**src/rtl/ccx_timer_pkg.sv**
```systemverilog
// Shared definitions for the ccx_mmio_timer block: register offsets, ctrl field layout,
// grant FSM states and the byte-lane merge helper.
package ccx_timer_pkg;

    localparam logic [4:0] OFF_MTIME    = 5'h00;
    localparam logic [4:0] OFF_MTIMECMP = 5'h08;
    localparam logic [4:0] OFF_CTRL     = 5'h10;
    localparam logic [4:0] OFF_STATUS   = 5'h18;

    localparam int unsigned CTRL_EN_BIT       = 0;
    localparam int unsigned CTRL_PRESCALE_LSB = 8;
    localparam int unsigned CTRL_PRESCALE_W   = 8;

    typedef enum logic {
        ST_IDLE,
        ST_WAIT
    } state_e;

    function automatic logic [63:0] byte_merge(input logic [63:0] old_v,
                                               input logic [63:0] new_v,
                                               input logic [7:0]  strb);
        logic [63:0] res;
        res = old_v;
        for (int i = 0; i < 8; i++) begin
            if (strb[i]) begin
                res[8*i +: 8] = new_v[8*i +: 8];
            end
        end
        return res;
    endfunction

endpackage

```
**src/rtl/ccx_timer_prescaler.sv**
```systemverilog
// Prescaler for the machine timer: emits one tick every (prescale + 1) enabled cycles.
// clr_i restarts the count from zero, e.g. when ctrl is rewritten.
module ccx_timer_prescaler
    import ccx_timer_pkg::*;
(
    input  logic                       clk_i,
    input  logic                       rst_i,
    input  logic                       en_i,
    input  logic [CTRL_PRESCALE_W-1:0] prescale_i,
    input  logic                       clr_i,
    output logic                       tick_o
);

    logic [CTRL_PRESCALE_W-1:0] cnt_q, cnt_d;

    assign tick_o = en_i && (cnt_q == prescale_i);

    always_comb begin
        cnt_d = cnt_q;
        if (clr_i) begin
            cnt_d = '0;
        end else if (tick_o) begin
            cnt_d = '0;
        end else if (en_i) begin
            cnt_d = cnt_q + 1'b1;
        end
    end

    always_ff @(posedge clk_i) begin
        if (rst_i) begin
            cnt_q <= '0;
        end else begin
            cnt_q <= cnt_d;
        end
    end

endmodule

```
**src/rtl/ccx_mmio_timer.sv**
```systemverilog
// Memory-mapped machine timer (mtime/mtimecmp/ctrl/status) on the core_mem_bus responder port.
// Define CCX_TIMER_MISALIGN_ERR_EN to reject accesses with addr[2:0] != 0 instead of aliasing.
module ccx_mmio_timer #(
    parameter int unsigned AW           = 39,
    parameter int unsigned DW           = 64,
    parameter int unsigned WAIT_CYCLES  = 0,
    parameter int unsigned PRESCALE_RST = 0
) (
    input  logic            g_clk,
    input  logic            g_reset,
    input  logic            if_mmio_req_i,
    output logic            if_mmio_gnt_o,
    input  logic [AW-1:0]   if_mmio_addr_i,
    input  logic            if_mmio_wen_i,
    input  logic [DW/8-1:0] if_mmio_strb_i,
    input  logic [DW-1:0]   if_mmio_wdata_i,
    input  logic            if_mmio_rtype_i,
    output logic [DW-1:0]   if_mmio_rdata_o,
    output logic            if_mmio_err_o,
    output logic            irq_timer_o
);
    import ccx_timer_pkg::*;

    localparam logic [3:0] WaitLast = (WAIT_CYCLES == 0) ? 4'd0 : 4'(WAIT_CYCLES - 1);

    state_e                     state_q;
    logic [3:0]                 wcnt_q;
    logic                       gnt;
    logic                       acc;

    logic [DW-1:0]              mtime_q;
    logic [DW-1:0]              mtimecmp_q;
    logic                       en_q;
    logic [CTRL_PRESCALE_W-1:0] prescale_q;
    logic                       irq_q;
    logic                       rsp_v_q;
    logic [DW-1:0]              rdata_q;
    logic                       err_q;

    logic [4:0]                 off;
    logic                       addr_bad;
    logic                       sel_mtime, sel_cmp, sel_ctrl;
    logic                       acc_err;
    logic [DW-1:0]              rd_val;
    logic [DW-1:0]              ctrl_rd;
    logic                       wr_en;
    logic                       mtime_wr, cmp_wr, ctrl_wr;
    logic                       tick;
    logic                       unused_bits;

    // Grant: combinational pass-through with no wait states, else stall WAIT_CYCLES cycles.
    always_comb begin
        if (WAIT_CYCLES == 0) begin
            gnt = if_mmio_req_i;
        end else begin
            gnt = if_mmio_req_i && (state_q == ST_WAIT) && (wcnt_q == WaitLast);
        end
    end

    always_ff @(posedge g_clk) begin
        if (g_reset) begin
            state_q <= ST_IDLE;
            wcnt_q  <= '0;
        end else if (WAIT_CYCLES != 0) begin
            case (state_q)
                ST_IDLE: begin
                    if (if_mmio_req_i) begin
                        state_q <= ST_WAIT;
                        wcnt_q  <= '0;
                    end
                end
                ST_WAIT: begin
                    // A dropped request abandons the access without granting it.
                    if (!if_mmio_req_i || (wcnt_q == WaitLast)) begin
                        state_q <= ST_IDLE;
                    end else begin
                        wcnt_q <= wcnt_q + 4'd1;
                    end
                end
                default: state_q <= ST_IDLE;
            endcase
        end
    end

    assign acc           = if_mmio_req_i && gnt;
    assign if_mmio_gnt_o = gnt;
    assign off           = {if_mmio_addr_i[4:3], 3'b000};

`ifdef CCX_TIMER_MISALIGN_ERR_EN
    assign addr_bad    = |if_mmio_addr_i[2:0];
    assign unused_bits = ^{if_mmio_addr_i[AW-1:5], if_mmio_rtype_i};
`else
    assign addr_bad    = 1'b0;
    assign unused_bits = ^{if_mmio_addr_i[AW-1:5], if_mmio_addr_i[2:0], if_mmio_rtype_i};
`endif

    always_comb begin
        ctrl_rd                                        = '0;
        ctrl_rd[CTRL_EN_BIT]                           = en_q;
        ctrl_rd[CTRL_PRESCALE_LSB +: CTRL_PRESCALE_W]  = prescale_q;
    end

    always_comb begin
        sel_mtime = 1'b0;
        sel_cmp   = 1'b0;
        sel_ctrl  = 1'b0;
        acc_err   = 1'b0;
        rd_val    = '0;
        if (addr_bad) begin
            acc_err = 1'b1;
        end else begin
            case (off)
                OFF_MTIME: begin
                    sel_mtime = 1'b1;
                    rd_val    = mtime_q;
                end
                OFF_MTIMECMP: begin
                    sel_cmp = 1'b1;
                    rd_val  = mtimecmp_q;
                end
                OFF_CTRL: begin
                    sel_ctrl = 1'b1;
                    rd_val   = ctrl_rd;
                end
                OFF_STATUS: begin
                    rd_val = {{(DW-1){1'b0}}, irq_q};
                end
                default: acc_err = 1'b1;
            endcase
        end
    end

    // An all-zero strobe is a true no-op: it neither suppresses a tick nor clears the prescaler.
    assign wr_en    = acc && if_mmio_wen_i && (|if_mmio_strb_i);
    assign mtime_wr = wr_en && sel_mtime;
    assign cmp_wr   = wr_en && sel_cmp;
    assign ctrl_wr  = wr_en && sel_ctrl;

    ccx_timer_prescaler u_prescaler (
        .clk_i      (g_clk),
        .rst_i      (g_reset),
        .en_i       (en_q),
        .prescale_i (prescale_q),
        .clr_i      (ctrl_wr),
        .tick_o     (tick)
    );

    always_ff @(posedge g_clk) begin
        if (g_reset) begin
            mtime_q    <= '0;
            mtimecmp_q <= '1;
            en_q       <= 1'b0;
            prescale_q <= CTRL_PRESCALE_W'(PRESCALE_RST);
            irq_q      <= 1'b0;
            rsp_v_q    <= 1'b0;
            rdata_q    <= '0;
            err_q      <= 1'b0;
        end else begin
            if (mtime_wr) begin
                mtime_q <= byte_merge(mtime_q, if_mmio_wdata_i, if_mmio_strb_i);
            end else if (tick) begin
                mtime_q <= mtime_q + 64'd1;
            end
            if (cmp_wr) begin
                mtimecmp_q <= byte_merge(mtimecmp_q, if_mmio_wdata_i, if_mmio_strb_i);
            end
            if (ctrl_wr) begin
                if (if_mmio_strb_i[CTRL_EN_BIT/8]) begin
                    en_q <= if_mmio_wdata_i[CTRL_EN_BIT];
                end
                if (if_mmio_strb_i[CTRL_PRESCALE_LSB/8]) begin
                    prescale_q <= if_mmio_wdata_i[CTRL_PRESCALE_LSB +: CTRL_PRESCALE_W];
                end
            end
            irq_q   <= (mtime_q >= mtimecmp_q);
            rsp_v_q <= acc;
            if (acc) begin
                rdata_q <= if_mmio_wen_i ? '0 : rd_val;
                err_q   <= acc_err;
            end
        end
    end

    assign if_mmio_rdata_o = rsp_v_q ? rdata_q : '0;
    assign if_mmio_err_o   = rsp_v_q && err_q;
    assign irq_timer_o     = irq_q;

endmodule

```
**config.mk**
```make
export PLATFORM = sky130hd
export DESIGN_NAME = ccx_mmio_timer
export DESIGN_NICKNAME = d
export VERILOG_FILES = /design/src/rtl/ccx_timer_pkg.sv /design/src/rtl/ccx_timer_prescaler.sv /design/src/rtl/ccx_mmio_timer.sv
export SDC_FILE = /design/constraint.sdc
export NUM_CORES = 1
export LEC_CHECK = 0
export CELL_PAD_IN_SITES_DETAIL_PLACEMENT = 1
export CELL_PAD_IN_SITES_GLOBAL_PLACEMENT = 2
export CORE_UTILIZATION = 32
export CTS_BUF_LIST = sky130_fd_sc_hd__clkbuf_16
export DETAILED_ROUTE_END_ITERATION = 6
export PLACE_DENSITY_LB_ADDON = 0.1
export SYNTH_ARGS = -nofsm -noshare
export SYNTH_HDL_FRONTEND = slang
export SYNTH_SLANG_ARGS = --single-unit
```
**constraint.sdc**
```tcl
create_clock -name g_clk -period 3.4 [get_ports g_clk]
set_input_delay 0.34 -clock g_clk [delete_from_list [all_inputs] [get_ports g_clk]]
set_output_delay 0.34 -clock g_clk [all_outputs]
set_load 0.01 [all_outputs]
```
==> flow_metrics.tcl, run 1 <==
set metrics [dict create \
    rows 70 \
    leakage_nw 6.83 \
    crit_path_end_kind "flop" \
    routed_wl_mm 44.3 \
    period_share_pct 86.2 \
    clock-sinks 212 \
    ctsHoldBuffers 0 \
    first_pass_iters 5 \
    h-tree-depth 1 \
    synth_enable_flop_cells 0 \
    synth_top_cell_by_area "dfxtp_1" \
    worstSetupPathType "in -> reg" \
    critPathLaunchType "input pin" \
    syn-num-nets 1692 \
    yosysSeqAreaShare_pct 35.1 \
    ys_types 66 \
    power.total_mw 6.00 \
    met2_usage_pct 41.4 \
    vias 11700 \
    met3_usage_pct 2.09 \
    die_y_um 196 \
    rsz0062_at_grt "false" \
    area_growth_pct 26.7 \
    yosysTopAreaCellShare_pct 35.1 \
    die_area_um2 38600 \
    p_per_area_nw_per_um2 392 \
    syn_inst 1510 \
    vdd_drop_max_uv 306 \
    antenna_found_initial 0 \
    arrival_ns 3.38 \
    cts_root_buffer "clkbuf_16" \
    drc 0 \
    grt_most_used_layer "met2" \
    worstHoldPathType "in -> reg" \
    ctsLongestPathBuffers 3 \
    worstPathRequired_ns 3.85 \
    num-fill-cells 4404 \
    netlist_top_cells_count "nand2_1, dfxtp_1, mux2i_1" \
    port_buffers 144 \
    synthTopCellsByArea "dfxtp_1, mux2i_1, nand2_1, ha_1, o21ai_0" \
    synth-seq-cells 212 \
    grt_pass1_wl_mm 69.3 \
    ys.flop_type "dfxtp_1" \
    cts_inserted_buffers 27 \
    io_pins 183 \
    cts_resized 0 \
    drv_slew 0 \
    place_congestion 0.829 \
    hold_viol_final 0 \
    drtIter0Drc 433 \
    syn_area_um2 12100 \
    grt_pass1_vias 12000 \
    met1_usage_pct 28.6 \
    tritoncts "done" \
    instances_no_fill 2195 \
    clk_pin_slew_ns 0.06 \
    die-width_um 196 \
    clock.fmax_ghz 0.341 \
    dp.cells 2147 \
    yosys_warnings 0 \
    dp_hpwl_mm 32.9 \
    worst_slew_pin_slew_ns 0.904 \
    grt_start_max_net_pins 80 \
    finalSetupViolations 0 \
    status "finished, final reports clean" \
    num-nets-final 1854 \
    track_usage_pct 22.9 \
    synth_area_per_cell_um2 8.01 \
    diodes 0 \
    vias_per_cell 5.31 \
    post_cts_buffers 0 \
    fin_util_pct 41.6 \
    clock_skew_ns 0.0103 \
    drive_gt1_share_pct 8.28 \
    initial_core_util_pct 32.8 \
    crit_fanout 5 \
    fin_crit_ns 2.93 \
    relSlewSlack_pct 39.2 \
    yosysMostFrequentCell "nand2_1" \
    drv_cap 0 \
    wl_per_cell_um 20.2 \
    clock_latency_ns 0.54 \
    grt-ovfl-total 0 \
    synth-async-reset-ratio_pct 0 \
    drtAntennaViolNets 0 \
    core_area_um2 36900 \
]
==> cell type report <==
class | instances | area [µm²] | area share [%]
inverters | 70 | 263 | 1.71
repair buffers | 217 | 1990 | 13.0
flip-flops and latches | 212 | 4250 | 27.7
clock buffers | 27 | 676 | 4.41
clock inverters | 21 | 214 | 1.40
multi-input cells | 1144 | 7300 | 47.6
well taps | 504 | 631 | 4.12
==> worst paths after layout <==
| path | start | endpoint | slack, ns | cells past startpoint |
|---|---|---|---|---|
| max | if_mmio_strb_i[3] | mtime_q[56] | 0.47 | 9 |
| min | g_reset | rdata_q[30] | 0.36 | 2 |
| max reg2reg | u_prescaler.cnt_q[3] | mtime_q[56] | 0.52 | 6 |
| min reg2reg | rdata_q[47] | rdata_q[47] | 0.44 | 2 |
==> routing by layer <==
metal / part of all wire, % / vias up
met1: 45 / 5742
met2: 50 / 187
met4: 2.8 / 0
met5: 0 / -
li1: - / 5676
met3: 2.6 / 56
==> report_power, final <==
group / internal [mW] / total [mW] / switching, mW / leakage, nW
Clock: 1.80 / 2.94 / 1.14 / 0.447
Sequential: 2.53 / 2.57 / 0.0405 / 1.72
Combinational: 0.219 / 0.493 / 0.273 / 4.66
==> metrics by stage <==
stage	hold WS [ns]	setup TNS (ns)	setup WS, ns	cell area (µm²)
CTS	0.364	0	0.503	15300
detailed placement	0.436	-0.0970	-0.0970	14400
global placement	0.428	-0.0422	-0.0422	14400
global route	0.378	0	0.351	15300
finish	0.359	0	0.469	15300
floorplan	0.417	0	0.610	12100
==> sequential cells by signal (all words and copies together), names as in the netlist <==
register and flops:
err_q 1, rdata_q 64, u_prescaler.cnt_q 8, irq_timer_o 1, mtime_q 64, rsp_v_q 1
mtimecmp_q 64, prescale_q 8, en_q 1
==> cells in the final DEF, fill, tap and decap left out, drive strengths merged, types with 9 or more instances in the layout <==
cell,instances
a21oi,76
mux2,11
nor3,34
nand3,54
o21ai,102
nand2,235
a211oi,16
and3,18
dfxtp,212
nor4,23
a31oi,13
o31ai,9
nor2,93
buf,75
and2,80
and4,16
clkbuf,27
xnor2,12
mux2i,118
nor2b,22
ha,66
clkinv,13
nand4,35
clkdlybuf4s50,142
inv,73
==> critical path, cell delays in order <==
cell	delay, ns
clkdlybuf4s50_1	0.40
buf_4	0.16
nor4_4	0.20
buf_4	0.19
a21boi_4	0.06
or4_1	0.70
or4_1	0.60
or4_1	0.48
a311oi_1	0.24
==> kinds of logic after synthesis <==
kind of cell	after synthesis	share of synthesized area [%]
fa+ha+maj	66	6.83
simple gates	648	26.7
compound gates	283	14.3
xor+xnor	17	1.23
buf+inv	154	4.84
flops	212	35.1
mux	130	11.0
Note: power is estimated with default switching activity, not from simulation.
==> inputs of run 2 (changes only) <==
Settings changed: PLACE_DENSITY set to 0.91, PLACE_DENSITY_LB_ADDON 0.1 to unset.
==> run 2 against run 1 <==
Against the previous run:
- die area unchanged
- design area down 1.0%
- critical path depth down 1
- setup slack worse by 0.083 ns
- global-route usage down 0.27 points
- combinational power about the same
- non-clock buffer count up 2
- sequential cell count unchanged
- hold slack worse by 0.11 ns
- wire length down 1.0%
- final cell count about the same
- largest power group is now registers
- highest routed layer unchanged
==> flow_metrics.tcl, run 2 (synthesized netlist as in run 1, its figures left out) <==
set metrics [dict create \
    grt_start_max_net_pins 58 \
    period_share_pct 88.6 \
    worstPathRequired_ns 3.82 \
    routed_wl_mm 43.9 \
    tritoncts "done" \
    die_y_um 196 \
    cts_resized 0 \
    dp_hpwl_mm 33.1 \
    cp_num_buf_inv 2 \
    drv_cap 0 \
    crit_fanout 2 \
    critPathMostFrequentCell "or4_1" \
    wl_per_cell_um 20.0 \
    final_area_um2 15200 \
    grt-ovfl-total 0 \
    status "finished, final reports clean" \
    rsz0062_at_grt "false" \
    ctsLongestPathBuffers 3 \
    fin_util_pct 41.1 \
    die-width_um 196 \
    cp_slowest_cell "or4_1" \
    ctsHoldBuffers 0 \
    crit_path_end_kind "flop" \
    worstSetupPathType "in -> reg" \
    dp_worst_setup_slack_ns -0.150 \
    diodes 0 \
    track_usage_pct 22.6 \
    num-fill-cells 4418 \
    vias_per_cell 5.48 \
    drtAntennaViolNets 0 \
    power.total_mw 5.56 \
    reg.largest.list "mtime_q x64, mtimecmp_q x64, rdata_q x64" \
    final_cell_mix "nand2_1, dfxtp_1, clkdlybuf4s50_1" \
    h-tree-depth 1 \
    p_per_area_nw_per_um2 366 \
    final.setup.worst_slack_ns 0.387 \
    grt_pass1_wl_mm 69.0 \
    cts_inserted_buffers 25 \
    arrival_ns 3.43 \
    clock.fmax_ghz 0.332 \
    die_area_um2 38600 \
    place_congestion 0.913 \
    critPathLaunchType "input pin" \
    whs_ns 0.245 \
    initial_core_util_pct 32.8 \
    port_buffers 144 \
    core_area_um2 36900 \
    clock_skew_ns 0.0112 \
    relSlewSlack_pct 45.8 \
    num-nets-final 1854 \
    area_growth_pct 25.5 \
    drc 0 \
    dpl_cell_area_um2 14400 \
    first_pass_iters 5 \
    layout_commonest_cell "nand2_1" \
    post_cts_buffers 0 \
    vdd_drop_max_uv 311 \
    grt_pass1_vias 12300 \
    finalSetupViolations 0 \
    dp.cells 2149 \
    drtIter0Drc 655 \
    antenna_found_initial 0 \
    fin_crit_ns 3.01 \
    cts_root_buffer "clkbuf_16" \
    path_cells "clkdlybuf4s50_1 > nor4_4 > buf_4 > a21boi_4 > or4_1 > or4_1 > or4_1 > a311oi_1" \
    crit_family "simple AND/OR/NAND/NOR gates" \
    rows 70 \
    worst_slew_pin_slew_ns 0.801 \
    leakage_nw 6.77 \
    clock-sinks 212 \
    clock_latency_ns 0.53 \
    worstHoldPathType "in -> reg" \
    vias 12000 \
    clk_pin_slew_ns 0.06 \
    cpPeakStageDelay_ns 0.62 \
    io_pins 183 \
    hold_viol_final 0 \
    instances_no_fill 2193 \
    drv_slew 0 \
    drive_gt1_share_pct 8.11 \
    setup_tns_ns 0 \
]
==> run 2: cell count changes in the layout (fill, tap and decap cells not counted) <==
cell | previous run | this run
buf_12 | 1 | 0
clkinv_4 | 0 | 1
inv_1 | 72 | 75
clkinv_1 | 10 | 8
bufinv_16 | 5 | 1
buf_4 | 73 | 76
clkbuf_16 | 27 | 25
==> run 2: path summary, 6_finish.rpt <==
| check | endpoint | start | slack (ns) | cells past startpoint |
|---|---|---|---|---|
| min | mtime_q[32] | g_reset | 0.25 | 2 |
| min reg2reg | rdata_q[17] | rdata_q[17] | 0.44 | 2 |
| max reg2reg | mtime_q[56] | mtime_q[40] | 0.48 | 6 |
| max | mtime_q[56] | if_mmio_strb_i[3] | 0.39 | 8 |
==> run 2: worst register-to-register path, delay by kind of cell (launching register included) <==
kind	cells	cell delay, ns
flip-flops	1	0.53
AO/OA/AOI/OAI	1	0.30
AND/OR/NAND/NOR	5	1.99
==> run 2: per-layer routing <==
layer  track usage [%]  up-vias  part of all wire (%)
met1              28.7     5921                    42
met2              40.0      316                    50
met4              7.06        0                   3.2
met5                 0        -                     0
li1                  -     5678                     -
met3              2.14       95                   4.8
==> run 2: power by group <==
part	switching, mW	internal (mW)	total [mW]	leakage (nW)
Combinational	0.277	0.219	0.496	4.67
Clock	1.10	1.40	2.50	0.383
Sequential	0.0382	2.53	2.56	1.72
Total	1.41	4.14	5.56	6.77
==> run 2: cell type report <==
cell class	count	area (µm²)	share of cell area (%)
timing repair buffer	219	2000	13.2
multi-input combinational	1144	7300	48.1
clock buffer	25	626	4.13
inverter	70	263	1.73
sequential	212	4250	28.0
clock inverter	19	106	0.701
tap	504	631	4.16
==> inputs of run 3 (changes only) <==
Settings changed: CORE_MARGIN set to 4, CORE_UTILIZATION 32 to 33, CTS_BUF_LIST sky130_fd_sc_hd__clkbuf_16 to sky130_fd_sc_hd__clkbuf_4 sky130_fd_sc_hd__clkbuf_8, PLACE_DENSITY 0.91 to 0.93.
==> run 3 against run 2 <==
Against the previous run:
- hold slack better by 0.027 ns
- first-iteration DRC count down 2.6%
- die area grew 3.1%
- critical path type unchanged
- register-to-register slack improved by 0.10 ns
- final cell count decreased by 0.87%
- combinational power about the same
- sequential cell count did not move
- clock skew is 0.023 ns higher
- wire length fell by 0.36%
- design area up 0.35%
- largest cell class unchanged
- global-route usage fell by 1.1 points
- highest routed layer unchanged
- critical path depth down 1
==> flow_metrics.tcl, run 3 (synthesized netlist as in run 1, its figures left out) <==
set metrics [dict create \
    die_area_um2 39800 \
    antenna_found_initial 0 \
    drtAntennaViolNets 0 \
    switching_share_pct 25.4 \
    h-tree-depth 2 \
    cp_slowest_cell "or4_1" \
    clock_skew_ns 0.0344 \
    hold_viol_final 0 \
    clock_latency_ns 0.57 \
    wl_per_cell_um 20.1 \
    final.setup.worst_slack_ns 0.531 \
    switching_power_mw 1.47 \
    status "finished, final reports clean" \
    drv_cap 0 \
    setup_tns_ns 0 \
    rows 69 \
    reg.largest.list "mtime_q x64, mtimecmp_q x64, rdata_q x64" \
    reg2regPathDepth 6 \
    grt_pass1_vias 12400 \
    cts_root_buffer "clkbuf_8" \
    fin_crit_ns 2.87 \
    p_seq_share_pct 44.3 \
    tritoncts "done" \
    grt_pass1_wl_mm 68.2 \
    die_y_um 199 \
    crit_fanout 2 \
    io_pins 183 \
    port_buffers 144 \
    clkPwrFrac_pct 47.2 \
    instances_no_fill 2174 \
    core_area_um2 35800 \
    routed_wl_mm 43.7 \
    final_cell_mix "nand2_1, dfxtp_1, clkdlybuf4s50_1" \
    rsz0062_at_grt "false" \
    arrival_ns 3.34 \
    drive_gt1_share_pct 10.2 \
    critPathLaunchType "input pin" \
    power.total_mw 5.80 \
    hold_depth 2 \
    p_per_area_nw_per_um2 381 \
    final_area_um2 15200 \
    cts_inserted_buffers 41 \
    layout_commonest_cell "nand2_1" \
    finalSetupViolations 0 \
    drtIter0Drc 638 \
    internal_power_mw 4.32 \
    cts_resized 0 \
    cpPeakStageDelay_ns 0.63 \
    dpl_cell_area_um2 14300 \
    first_pass_iters 5 \
    leakage_nw 6.82 \
    drc 0 \
    grt_start_max_net_pins 58 \
    grt-ovfl-total 0 \
    worstHoldPathType "in -> reg" \
    period_share_pct 84.4 \
    place_congestion 0.882 \
    vias 12000 \
    path_cells "clkdlybuf4s50_1 > nor4_4 > a21boi_4 > or4_1 > or4_1 > or4_1 > a311oi_1" \
    critPathMostFrequentCell "or4_1" \
    ctsHoldBuffers 0 \
    track_usage_pct 21.5 \
    worst_slew_pin_slew_ns 0.785 \
    dp_hpwl_mm 32.6 \
    clock.fmax_ghz 0.349 \
    worstSetupPathType "in -> reg" \
    relSlewSlack_pct 47.2 \
    clk_pin_slew_ns 0.06 \
    vdd_drop_max_uv 206 \
    initial_core_util_pct 33.7 \
    dp.cells 2100 \
    dp_worst_setup_slack_ns -0.00186 \
    die-width_um 199 \
    worstPathRequired_ns 3.87 \
    vias_per_cell 5.51 \
    comb_power_share_pct 8.5 \
    area_growth_pct 25.9 \
    crit_path_end_kind "flop" \
    post_cts_buffers 0 \
    clock-sinks 212 \
    drv_slew 0 \
    ctsLongestPathBuffers 3 \
    num-nets-final 1864 \
]
## run 3: cell types whose count changed in the layout (fill, tap and decap cells not counted), sizes merged
cell,previous run,this run
clkinvlp,0,1
inv,76,70
clkinv,12,4
bufinv,1,0
diode,0,1
clkbuf,25,68
buf,77,71
## run 3: critical path: cells and delay by family
family          cells  cell delay [ns]
compound gates      2             0.36
buf+inv             1             0.46
simple gates        4             2.17
## run 3: layout make-up
type                       instances  area (µm²)
fill                            4308       20600
clock buffer                      68         855
antenna                            1        2.50
tap                              461         577
timing repair buffer             213        1950
multi-input combinational       1144        7300
clock inverter                     5        27.5
inverter                          70         263
sequential                       212        4250
## run 3: path summary, 6_finish.rpt
check,start,to,slack (ns)
worst min register to register,rdata_q[50],rdata_q[50],0.44
worst max-delay path,if_mmio_strb_i[1],mtime_q[56],0.53
worst min-delay path,g_reset,rdata_q[51],0.27
worst max register to register,u_prescaler.cnt_q[3],mtime_q[56],0.58
## run 3: metal layers
metal	wire length [µm]	global-route usage [%]
met5	0	0
met4	1190	6.52
met2	21400	37.9
met3	2320	3.79
met1	18900	26.8
## run 3: through the flow
stage	utilization [%]	hold slack, ns
finish	42.5	0.272
CTS	42.5	0.238
global placement	40.0	0.429
detailed placement	40.0	0.438
global route	42.5	0.259
floorplan	-	0.417
## run 3: power by group through the flow
stage	clock (mW)	sequential [mW]	combinational, mW
finish	2.74	2.57	0.493
global route	2.93	2.57	0.535
CTS	2.81	2.57	0.496
detailed placement	0	2.62	0.493
global placement	0	2.62	0.483
floorplan	0	2.60	0.241
